==> src/rtl/dram_write_burst_if.sv <==
// dram_write_burst_if: user write stream plus Avalon-MM write port of the burst write initiator
interface dram_write_burst_if #(
    parameter int MAXBURST_LOG   = 4,
    parameter int WRITENUM_SIZE  = 31,
    parameter int DRAM_ADDRSPACE = 32,
    parameter int DRAM_DATAWIDTH = 512
);
    logic                          WRITE_REQ;
    logic [DRAM_ADDRSPACE-1:0]     WRITE_INITADDR;
    logic [WRITENUM_SIZE:0]        WRITE_NUM;
    logic [DRAM_DATAWIDTH-1:0]     WRITE_DATA;
    logic                          WRITE_DATAEN;
    logic                          WRITE_DATARDY;
    logic                          WRITE_RDY;
    logic                          WRITE_DONE;
    logic [DRAM_DATAWIDTH-1:0]     AVALON_MM_READDATA;
    logic                          AVALON_MM_READDATAVALID;
    logic                          AVALON_MM_WAITREQUEST;
    logic [DRAM_ADDRSPACE-1:0]     AVALON_MM_ADDRESS;
    logic                          AVALON_MM_READ;
    logic                          AVALON_MM_WRITE;
    logic                          AVALON_MM_WRITEACK;
    logic [DRAM_DATAWIDTH-1:0]     AVALON_MM_WRITEDATA;
    logic [DRAM_DATAWIDTH/8-1:0]   AVALON_MM_BYTEENABLE;
    logic [MAXBURST_LOG:0]         AVALON_MM_BURSTCOUNT;

    // initiator view: the burst write block itself
    modport master (
        input  WRITE_REQ, WRITE_INITADDR, WRITE_NUM, WRITE_DATA, WRITE_DATAEN,
        input  AVALON_MM_READDATA, AVALON_MM_READDATAVALID, AVALON_MM_WAITREQUEST, AVALON_MM_WRITEACK,
        output WRITE_DATARDY, WRITE_RDY, WRITE_DONE,
        output AVALON_MM_ADDRESS, AVALON_MM_READ, AVALON_MM_WRITE, AVALON_MM_WRITEDATA,
        output AVALON_MM_BYTEENABLE, AVALON_MM_BURSTCOUNT
    );

    // environment view: user logic and memory slave together
    modport slave (
        output WRITE_REQ, WRITE_INITADDR, WRITE_NUM, WRITE_DATA, WRITE_DATAEN,
        output AVALON_MM_READDATA, AVALON_MM_READDATAVALID, AVALON_MM_WAITREQUEST, AVALON_MM_WRITEACK,
        input  WRITE_DATARDY, WRITE_RDY, WRITE_DONE,
        input  AVALON_MM_ADDRESS, AVALON_MM_READ, AVALON_MM_WRITE, AVALON_MM_WRITEDATA,
        input  AVALON_MM_BYTEENABLE, AVALON_MM_BURSTCOUNT
    );
endinterface

==> src/rtl/dram_write_burst.sv <==
// dram_write_burst: Avalon-MM burst write initiator; splits a request into bursts and waits for all write acks.
// Optional macro DRAM_WRITE_PATTERN_EN replaces the user data stream with an internal counting pattern.
module dram_write_burst #(
    parameter int MAXBURST_LOG   = 4,
    parameter int WRITENUM_SIZE  = 31,
    parameter int DRAM_ADDRSPACE = 32,
    parameter int DRAM_DATAWIDTH = 512
) (
    input  logic              clock,
    input  logic              resetn,
    dram_write_burst_if.master bus
);
    localparam int MAXBURST_NUM = 1 << MAXBURST_LOG;
    localparam int BC_W         = MAXBURST_LOG + 1;
    localparam int BN_W         = WRITENUM_SIZE - MAXBURST_LOG + 2;
    localparam int PD_W         = WRITENUM_SIZE - MAXBURST_LOG + 1;
    localparam int LANES        = DRAM_DATAWIDTH / 32;
    localparam logic [DRAM_ADDRSPACE-1:0] STRIDE = DRAM_ADDRSPACE'((DRAM_DATAWIDTH / 8) << MAXBURST_LOG);

    typedef enum logic [1:0] {IDLE, SETUP, BURST, DRAIN} state_t;

    state_t                    r_state;
    logic [DRAM_ADDRSPACE-1:0] r_addr;
    logic [BC_W-1:0]           r_burstcount;
    logic [BC_W-1:0]           r_beatcnt;
    logic [BC_W-1:0]           r_last_bc;
    logic [BN_W-1:0]           r_burstnum;
    logic [PD_W-1:0]           r_pending;
    logic                      r_done;

    logic                      w_dataen;
    logic [DRAM_DATAWIDTH-1:0] w_wdata;
    logic                      w_beat;
    logic                      w_last;
    logic                      w_dec;
    logic [PD_W-1:0]           w_pend_next;
    logic [BN_W-1:0]           w_req_bn;
    logic [BC_W-1:0]           w_req_lbc;
    logic [BC_W-1:0]           w_setup_bc;
    logic                      w_unused;

`ifdef DRAM_WRITE_PATTERN_EN
    logic [31:0] r_beatidx;

    assign w_dataen = 1'b1;
    assign w_unused = ^{bus.AVALON_MM_READDATA, bus.AVALON_MM_READDATAVALID, bus.WRITE_DATA, bus.WRITE_DATAEN};

    for (genvar k = 0; k < LANES; k++) begin : g_lane
        assign w_wdata[32*k +: 32] = 32'(1 + k) + r_beatidx * 32'(LANES);
    end

    // beat index since the request; advances only on accepted beats
    always_ff @(posedge clock or negedge resetn) begin
        if (!resetn) r_beatidx <= '0;
        else if (r_state == IDLE && bus.WRITE_REQ) r_beatidx <= '0;
        else if (w_beat) r_beatidx <= r_beatidx + 32'd1;
    end
`else
    assign w_dataen = bus.WRITE_DATAEN;
    assign w_wdata  = bus.WRITE_DATA;
    assign w_unused = ^{bus.AVALON_MM_READDATA, bus.AVALON_MM_READDATAVALID};
`endif

    assign w_beat      = (r_state == BURST) && w_dataen && !bus.AVALON_MM_WAITREQUEST;
    assign w_last      = w_beat && (r_beatcnt == BC_W'(1));
    assign w_dec       = bus.AVALON_MM_WRITEACK && (r_pending != '0);
    assign w_pend_next = r_pending + PD_W'(w_last) - PD_W'(w_dec);
    assign w_req_bn    = BN_W'(bus.WRITE_NUM >> MAXBURST_LOG) + BN_W'(|bus.WRITE_NUM[MAXBURST_LOG-1:0]);
    assign w_req_lbc   = (bus.WRITE_NUM[MAXBURST_LOG-1:0] == '0) ? BC_W'(MAXBURST_NUM) : BC_W'(bus.WRITE_NUM[MAXBURST_LOG-1:0]);
    assign w_setup_bc  = (r_burstnum == BN_W'(1)) ? r_last_bc : BC_W'(MAXBURST_NUM);

    // request/burst/drain sequencing with outstanding-ack tracking
    always_ff @(posedge clock or negedge resetn) begin
        if (!resetn) begin
            r_state      <= IDLE;
            r_addr       <= '0;
            r_burstcount <= '0;
            r_beatcnt    <= '0;
            r_last_bc    <= '0;
            r_burstnum   <= '0;
            r_pending    <= '0;
            r_done       <= 1'b0;
        end else begin
            r_done    <= 1'b0;
            r_pending <= w_pend_next;
            case (r_state)
                IDLE: if (bus.WRITE_REQ) begin
                    if (bus.WRITE_NUM == '0) begin
                        r_done <= 1'b1;
                    end else begin
                        r_addr     <= bus.WRITE_INITADDR;
                        r_burstnum <= w_req_bn;
                        r_last_bc  <= w_req_lbc;
                        r_state    <= SETUP;
                    end
                end
                SETUP: begin
                    r_burstcount <= w_setup_bc;
                    r_beatcnt    <= w_setup_bc;
                    r_state      <= BURST;
                end
                BURST: if (w_beat) begin
                    r_beatcnt <= r_beatcnt - BC_W'(1);
                    if (w_last) begin
                        r_burstnum <= r_burstnum - BN_W'(1);
                        if (r_burstnum == BN_W'(1)) begin
                            r_state <= DRAIN;
                        end else begin
                            r_addr  <= r_addr + STRIDE;
                            r_state <= SETUP;
                        end
                    end
                end
                DRAIN: if (w_pend_next == '0) begin
                    r_done  <= 1'b1;
                    r_state <= IDLE;
                end
                default: r_state <= IDLE;
            endcase
        end
    end

    assign bus.WRITE_RDY            = (r_state == IDLE);
    assign bus.WRITE_DONE           = r_done;
    assign bus.WRITE_DATARDY        = (r_state == BURST) && !bus.AVALON_MM_WAITREQUEST;
    assign bus.AVALON_MM_WRITE      = (r_state == BURST) && w_dataen;
    assign bus.AVALON_MM_WRITEDATA  = w_wdata;
    assign bus.AVALON_MM_ADDRESS    = r_addr;
    assign bus.AVALON_MM_BURSTCOUNT = r_burstcount;
    assign bus.AVALON_MM_READ       = 1'b0;
    assign bus.AVALON_MM_BYTEENABLE = '1;
endmodule

==> src/flat_wrapper.sv <==
// flat-port wrapper written by rule: the top's interface ports become plain ports
module dram_write_burst_flat 
#(
    parameter int MAXBURST_LOG   = 4,
    parameter int WRITENUM_SIZE  = 31,
    parameter int DRAM_ADDRSPACE = 32,
    parameter int DRAM_DATAWIDTH = 512
)
  (clock, resetn, bus_WRITE_REQ, bus_WRITE_INITADDR, bus_WRITE_NUM, bus_WRITE_DATA, bus_WRITE_DATAEN, bus_AVALON_MM_READDATA, bus_AVALON_MM_READDATAVALID, bus_AVALON_MM_WAITREQUEST, bus_AVALON_MM_WRITEACK, bus_WRITE_DATARDY, bus_WRITE_RDY, bus_WRITE_DONE, bus_AVALON_MM_ADDRESS, bus_AVALON_MM_READ, bus_AVALON_MM_WRITE, bus_AVALON_MM_WRITEDATA, bus_AVALON_MM_BYTEENABLE, bus_AVALON_MM_BURSTCOUNT);
  dram_write_burst_if #(.MAXBURST_LOG(MAXBURST_LOG), .WRITENUM_SIZE(WRITENUM_SIZE), .DRAM_ADDRSPACE(DRAM_ADDRSPACE), .DRAM_DATAWIDTH(DRAM_DATAWIDTH)) bus_i ();
  input  logic clock;
  input  logic resetn;
  input wire logic [$bits(bus_i.WRITE_REQ)-1:0] bus_WRITE_REQ;
  input wire logic [$bits(bus_i.WRITE_INITADDR)-1:0] bus_WRITE_INITADDR;
  input wire logic [$bits(bus_i.WRITE_NUM)-1:0] bus_WRITE_NUM;
  input wire logic [$bits(bus_i.WRITE_DATA)-1:0] bus_WRITE_DATA;
  input wire logic [$bits(bus_i.WRITE_DATAEN)-1:0] bus_WRITE_DATAEN;
  input wire logic [$bits(bus_i.AVALON_MM_READDATA)-1:0] bus_AVALON_MM_READDATA;
  input wire logic [$bits(bus_i.AVALON_MM_READDATAVALID)-1:0] bus_AVALON_MM_READDATAVALID;
  input wire logic [$bits(bus_i.AVALON_MM_WAITREQUEST)-1:0] bus_AVALON_MM_WAITREQUEST;
  input wire logic [$bits(bus_i.AVALON_MM_WRITEACK)-1:0] bus_AVALON_MM_WRITEACK;
  output wire logic [$bits(bus_i.WRITE_DATARDY)-1:0] bus_WRITE_DATARDY;
  output wire logic [$bits(bus_i.WRITE_RDY)-1:0] bus_WRITE_RDY;
  output wire logic [$bits(bus_i.WRITE_DONE)-1:0] bus_WRITE_DONE;
  output wire logic [$bits(bus_i.AVALON_MM_ADDRESS)-1:0] bus_AVALON_MM_ADDRESS;
  output wire logic [$bits(bus_i.AVALON_MM_READ)-1:0] bus_AVALON_MM_READ;
  output wire logic [$bits(bus_i.AVALON_MM_WRITE)-1:0] bus_AVALON_MM_WRITE;
  output wire logic [$bits(bus_i.AVALON_MM_WRITEDATA)-1:0] bus_AVALON_MM_WRITEDATA;
  output wire logic [$bits(bus_i.AVALON_MM_BYTEENABLE)-1:0] bus_AVALON_MM_BYTEENABLE;
  output wire logic [$bits(bus_i.AVALON_MM_BURSTCOUNT)-1:0] bus_AVALON_MM_BURSTCOUNT;
  assign bus_i.WRITE_REQ = bus_WRITE_REQ;
  assign bus_i.WRITE_INITADDR = bus_WRITE_INITADDR;
  assign bus_i.WRITE_NUM = bus_WRITE_NUM;
  assign bus_i.WRITE_DATA = bus_WRITE_DATA;
  assign bus_i.WRITE_DATAEN = bus_WRITE_DATAEN;
  assign bus_i.AVALON_MM_READDATA = bus_AVALON_MM_READDATA;
  assign bus_i.AVALON_MM_READDATAVALID = bus_AVALON_MM_READDATAVALID;
  assign bus_i.AVALON_MM_WAITREQUEST = bus_AVALON_MM_WAITREQUEST;
  assign bus_i.AVALON_MM_WRITEACK = bus_AVALON_MM_WRITEACK;
  assign bus_WRITE_DATARDY = bus_i.WRITE_DATARDY;
  assign bus_WRITE_RDY = bus_i.WRITE_RDY;
  assign bus_WRITE_DONE = bus_i.WRITE_DONE;
  assign bus_AVALON_MM_ADDRESS = bus_i.AVALON_MM_ADDRESS;
  assign bus_AVALON_MM_READ = bus_i.AVALON_MM_READ;
  assign bus_AVALON_MM_WRITE = bus_i.AVALON_MM_WRITE;
  assign bus_AVALON_MM_WRITEDATA = bus_i.AVALON_MM_WRITEDATA;
  assign bus_AVALON_MM_BYTEENABLE = bus_i.AVALON_MM_BYTEENABLE;
  assign bus_AVALON_MM_BURSTCOUNT = bus_i.AVALON_MM_BURSTCOUNT;
  dram_write_burst #(.MAXBURST_LOG(MAXBURST_LOG), .WRITENUM_SIZE(WRITENUM_SIZE), .DRAM_ADDRSPACE(DRAM_ADDRSPACE), .DRAM_DATAWIDTH(DRAM_DATAWIDTH)) u_core (.clock(clock), .resetn(resetn), .bus(bus_i));
endmodule
==> config.mk <==
export PLATFORM = sky130hd
export DESIGN_NAME = dram_write_burst_flat
export DESIGN_NICKNAME = d
export VERILOG_FILES = /design/src/rtl/dram_write_burst_if.sv /design/src/rtl/dram_write_burst.sv /design/src/flat_wrapper.sv
export SDC_FILE = /design/constraint.sdc
export NUM_CORES = 1
export LEC_CHECK = 0
export CAP_MARGIN = 20
export CORE_AREA = 5 5 662 664
export DETAILED_ROUTE_END_ITERATION = 7
export DIE_AREA = 0 0 667 669
export DONT_BUFFER_PORTS = 1
export GPL_TIMING_DRIVEN = 0
export PLACE_DENSITY = 0.3
export SYNTH_ARGS = -nofsm -noshare
export SYNTH_HDL_FRONTEND = slang
export SYNTH_SLANG_ARGS = --single-unit
==> constraint.sdc <==
create_clock -name clock -period 5.1 [get_ports clock]
set_input_delay 0.765 -clock clock [delete_from_list [all_inputs] [get_ports clock]]
set_output_delay 0.765 -clock clock [all_outputs]
set_load 0.02 [all_outputs]
---- After elaboration in Yosys (flattened, before gate mapping) ----
Index checks and enable logic that the tools add are counted.
storage, ports and cells
  bits in registers ....................... 107
  input port bits ......................... 1095
  output and inout port bits .............. 618
operators by class
  add/subtract/negate cells ............... 6
  equality and inequality tests ........... 11
  mux-type cells .......................... 26
  bitwise logic cells ..................... 1
  reductions and logical operators ........ 19
operators with widths
  cell                      number
  $mux W32                  5
  $mux W29                  4
  $pmux W32 S2              1
  $pmux W29 S2              1
  $add A32 B11 Y32 const B  1
  $logic_not A32 Y1         1
  $add A28 B1 Y29           1
  $eq A29 B1 Y1 const B     1
  $sub A29 B1 Y29 const B   1
  $add A28 B1 Y28           1
  $logic_not A28 Y1         1
  $reduce_bool A28 Y1       1
  $sub A28 B1 Y28           1
  $mux W5                   3
  $mux W2                   6
  $pmux W5 S2               1
  $reduce_and A5 Y1         2
  $pmux W2 S4               1
  $ne A2 B1 Y1 const B      3
  $ne A2 B2 Y1 const B      3
  $reduce_and A6 Y1         1
  $eq A5 B1 Y1 const B      1
  $logic_and A1 B1 Y1       5
  $sub A5 B1 Y5 const B     1
  other kinds (12)          16

---- Longest topological paths before layout ----
  word-level depth ........................ 9
  depth in mapped cells ................... 18

---- Least setup slack after synthesis ----
OpenSTA, ideal clock, no wires.
  path type ............................... register to register
  from .................................... register u_core.r_pending[18]
  to ...................................... register u_core.r_state[1]
  library setup time ...................... 130 ps
  data arrival time ....................... 4399 ps
  required time ........................... 4970 ps
  setup slack ............................. 571 ps
  cell stages (with the launch flop) ...... 19
  buffers on the path ..................... 0
  cell sequence ........................... dfrtp_1 inv_1 ha_1 nand4_1 o41a_1 ha_1 inv_1 ha_1 fa_1 and3b_1 or3_1 xor2_1 a2111oi_2 or4b_1 a2111oi_2 nand4_1 o41ai_2 and2_1 a31oi_1
on the way
  longest elaborated chain between the ends .. 6
  elaborated cells between the ends (all ways) .. 7
  those cells by class .................... 2 x add/sub; 1 x eq/ne; 4 x reduce/logical
ends and longest elaborated chain
  element                             line                     RTL
  from (decl)                         dram_write_burst.sv:28   logic [PD_W-1:0] r_pending;
  from (signal assigned)              dram_write_burst.sv:85   r_pending <= w_pend_next;
  $reduce_bool A28 Y1                 dram_write_burst.sv:66   assign w_dec = bus.AVALON_MM_WRITEACK && (r_pending != '0);
  $logic_and A1 B1 Y1                 dram_write_burst.sv:66
  $sub A28 B1 Y28                     dram_write_burst.sv:67   assign w_pend_next = r_pending + PD_W'(w_last) - PD_W'(w_dec);
  named net u_core.w_pend_next[4]     dram_write_burst.sv:36   logic [PD_W-1:0] w_pend_next;
  $logic_not A28 Y1                   dram_write_burst.sv:114  DRAIN: if (w_pend_next == '0) begin
  $ne A2 B1 Y1 (no source line)       -
  $reduce_and A5 Y1 (no source line)  -
  to (signal assigned)                dram_write_burst.sv:75   r_state <= IDLE;
  to (signal assigned)                dram_write_burst.sv:116  r_state <= IDLE;
  to (signal assigned)                dram_write_burst.sv:118  default: r_state <= IDLE;
  to (decl)                           dram_write_burst.sv:22   state_t r_state;
The timed path passes the listed nets, and every way through them passes these cells.
A chain may end at the register's enable or synchronous reset.

---- Worst setup path in the final report ----
  from .................................... register u_core.r_pending[21]
  to ...................................... register u_core.r_state[1]
Same word-level chain as after synthesis.

==> impl_metrics.py <==
metrics = {
    "route": {
        "drtIter0Drc": 588,
        "finalWirelength_um": 122500,
        "vias_per_cell": 1.500,
        "antenna_left": 0,
        "drc": 0,
        "firstDrtPassIters": 6,
        "drt-wirelength-per-cell_um": 16.65,
        "num_vias": 11030,
    },
    "finish": {
        "fill_cells": 51260,
        "final_core_util": 0.04653,
        "seqCellArea_mm2": 0.002678,
        "design_area_mm2": 0.02012,
        "drive_gt1_frac": 0.4091,
        "syn_to_final_growth_pct": 66.15,
        "layout.nets": 2745,
        "multi_input_area_mm2": 0.005092,
    },
    "timing": {
        "slew_viol_final": 0,
        "hold_violations": 0,
        "min_period_ns": 4.858,
        "fin_crit_sh": 0.9526,
        "max_freq_mhz": 205.8,
        "fin_ws_ns": 0.2415,
        "rsz0062_at_grt": "true",
        "timing.final.setup_violations": 0,
        "worst_slew_pin_slew_ns": 0.9964,
        "maxSlewHeadroom": 0.3267,
        "clock_skew_ns": 0.01913,
    },
    "critical_path": {
        "r2r_start": "u_core.r_pending[21]$_DFF_PN0_",
        "critPathCaptureType": "flip-flop",
        "start_kind": "flip-flop",
        "cp_top_family": "simple AND/OR/NAND/NOR gates",
        "worst-path-buf-inv": 3,
        "cpPeakStageDelay_ns": 0.52,
        "required_ns": 5.35,
        "r2r-end": "u_core.r_state[1]$_DFFE_PN0P_",
        "cp_slowest_cell": "or4b_4",
        "r2r_slack_ns": 0.24,
        "criticalPathCategory": "flip-flop to flip-flop",
        "ff2ff_path_depth": 19,
        "crit_fanout": 3,
        "critPathArrivalTime_ns": 5.11,
        "path_cells": "inv_1, ha_2, nand4_1, o41a_1, ha_1, inv_1, ha_2, fa_2, and3b_1, or3_1, xor2_1, a2111oi_2, or4b_4, a2111oi_4, nand4_1, buf_6, o41ai_4, and2_4, a31oi_1",
    },
    "power": {
        "p_leak_nw": 6.491,
        "p_per_area_mw_per_mm2": 406.5,
        "ir_worst_vdd_mv": 0.1876,
    },
    "floorplanning": {
        "pin_count": 1713,
        "core_mm2": 0.4324,
        "dieHeight_um": 669,
        "num_rows": 242,
        "start_util": 0.02801,
        "die_x_um": 667,
        "dieArea_mm2": 0.4462,
    },
    "synthesis": {
        "async_reset_ff_frac": 1.000,
        "syn_area_per_cell_um2": 8.030,
        "yosys_warnings": 0,
        "synth.distinct_cells": 70,
        "netlist_instances": 1508,
        "synth_flop_cell": "dfrtp_1",
        "ys_ff_latch": 107,
        "syn_area_mm2": 0.01211,
        "synth-edff-count": 0,
        "synth_seq_area_share": 0.2211,
    },
    "grt": {
        "grt_overflow": 0,
        "grt_max_degree": 108,
        "gr-usage-all-layers": 0.05036,
        "grt_pass1_wl_um": 138200,
        "grt_pass1_vias": 10020,
        "antenna_found_initial": 132,
    },
    "clock_tree": {
        "hold_buffers": 0,
        "clock-sinks": 107,
        "cts_tree": "built",
        "root_buffer": "clkbuf_16",
        "clock_path_buffers": 2,
        "insertion_delay_ns": 0.39,
        "htree_levels": 3,
        "cts_buffers": 9,
        "cts.clk_slew.worst_paths_ns": 0.10,
    },
    "flow_run": {
        "cap_violations": 0,
    },
    "placement": {
        "dp_slack_ns": -0.9247,
        "placed_area_mm2": 0.01958,
        "gp_congestion": 0.7923,
        "portBuffers": 0,
        "dp_hpwl_um": 114800,
    },
    "worst_hold_path": {
        "hold_class": "input port to async pin",
    },
    "status": {
        "status": "finished, final reports clean",
    },
}
==> cell type report <==
| type | instances | area share |
|---|---|---|
| flip-flops and latches | 107 | 0.1331 |
| clock buffers | 10 | 0.01138 |
| multi-input cells | 794 | 0.2531 |
| diodes | 23 | 0.002861 |
| plain buffers | 607 | 0.2209 |
| repair buffers | 14 | 0.007401 |
| clock inverters | 6 | 0.002923 |
| well taps | 5734 | 0.3566 |
| inverters | 63 | 0.01175 |
==> logic make-up (layout without fill, tap and decap cells) <==
family                   after synthesis  count (layout)  synth area share
AO/OA/AOI/OAI                        271             271            0.1417
XOR/XNOR                              40              40           0.02893
adder cells (fa/ha/maj)               54              54           0.05642
buffers and inverters                670             700            0.3865
flip-flops                           107             107            0.2211
multiplexers                          18              18           0.01581
other                                  2              88         0.0006202
AND/OR/NAND/NOR                      346             346            0.1489
==> cells in the final DEF, fill, tap and decap left out, types with 12 or more instances in the layout <==
| cell | n |
|---|---|
| a21o_1 | 15 |
| a21oi_1 | 77 |
| a31oi_1 | 13 |
| buf_4 | 586 |
| clkbuf_1 | 31 |
| conb_1 | 65 |
| dfrtp_1 | 107 |
| diode_2 | 23 |
| ha_1 | 45 |
| inv_1 | 55 |
| nand2_1 | 70 |
| nand2b_1 | 12 |
| nand3_1 | 62 |
| nand4_1 | 15 |
| nor2_1 | 63 |
| nor2b_1 | 20 |
| nor3_1 | 18 |
| nor4_1 | 15 |
| o21ai_0 | 61 |
| o22ai_1 | 42 |
| xnor2_1 | 22 |
| xor2_1 | 18 |
==> what timing repair did <==
item / CTS / global route
gates resized for setup: 12 / 21
endpoints found under the setup margin: 3 / 3
pin swaps: 4 / 6
setup buffers: 1 / 8
cloned: 0 / 0
==> routing by layer <==
layer	up-vias	wire (um)	share of wire	GRT usage
li1	4713	-	-	-
met1	4985	43530	0.36	0.05346
met2	981	50950	0.42	0.07457
met3	219	25520	0.21	0.04793
met4	136	1628	0.013	0.005130
met5	-	857	0.0070	0
==> through the flow <==
step	hold slack (ns)	cells	power, mW	setup TNS, ns
floorplan	0.4505	1571	5.553	0
global placement	0.4734	7305	7.356	-2.347
detailed placement	0.4756	7309	7.409	-2.610
CTS	0.03051	7326	8.288	0
global route	0.02190	7340	8.939	-0.07616
finish	0.05293	7358	8.178	0
==> how the worst max path moves through the flow <==
stage	from	end	slack (ns)	cells after the start
detailed placement	u_core.r_state[0]$_DFFE_PN0P_	u_core.r_state[1]$_DFFE_PN0P_	-0.92	16
global route	u_core.r_pending[4]$_DFF_PN0_	u_core.r_state[1]$_DFFE_PN0P_	-0.05	19
floorplan	u_core.r_pending[18]$_DFF_PN0_	u_core.r_state[1]$_DFFE_PN0P_	0.57	18
CTS	u_core.r_state[0]$_DFFE_PN0P_	u_core.r_state[1]$_DFFE_PN0P_	0.04	17
global placement	u_core.r_state[0]$_DFFE_PN0P_	u_core.r_state[1]$_DFFE_PN0P_	-0.81	16
finish	u_core.r_pending[21]$_DFF_PN0_	u_core.r_state[1]$_DFFE_PN0P_	0.24	19
==> report_power, final <==
| group | leakage [nW] | switching (mW) | internal [mW] | total [mW] |
|---|---|---|---|---|
| Clock | 0.142 | 0.413 | 0.345 | 0.758 |
| Combinational | 5.11 | 3.27 | 2.00 | 5.28 |
| Sequential | 1.23 | 0.865 | 1.28 | 2.14 |
==> synth_stat cells, drive strengths merged, types with 7 or more instances <==
cell type  number  area, um2
or3             9      56.30
nor3           20      105.1
nor4           18      118.9
ha             53      663.1
clkbuf         30      112.6
and2            9      56.30
buf           577       4332
and4            7      61.31
o21ai          61      305.3
nor2           63      236.5
mux2i           9      90.09
nand2          70      262.8
inv            63      236.5
o22ai          42      262.8
a21o           15      112.6
mux2            9      101.4
and3           10      62.56
nand2b         12      75.07
a21oi          77      385.4
a31oi          13      81.33
dfrtp         107       2678
xor2           18      157.7
nor3b           8      60.06
nand3          62      310.3
nor2b          21      131.4
nand4          15      93.84
xnor2          22      192.7
a211oi          7      52.55
==> sequential cells by signal, summed over array words and instances (netlist names) <==
name,flops
u_core.bus.AVALON_MM_ADDRESS,32
u_core.bus.AVALON_MM_BURSTCOUNT,5
u_core.bus.WRITE_DONE,1
u_core.r_beatcnt,5
u_core.r_burstnum,29
u_core.r_last_bc,5
u_core.r_pending,28
u_core.r_state,2
(Power assumes the default switching activity.)
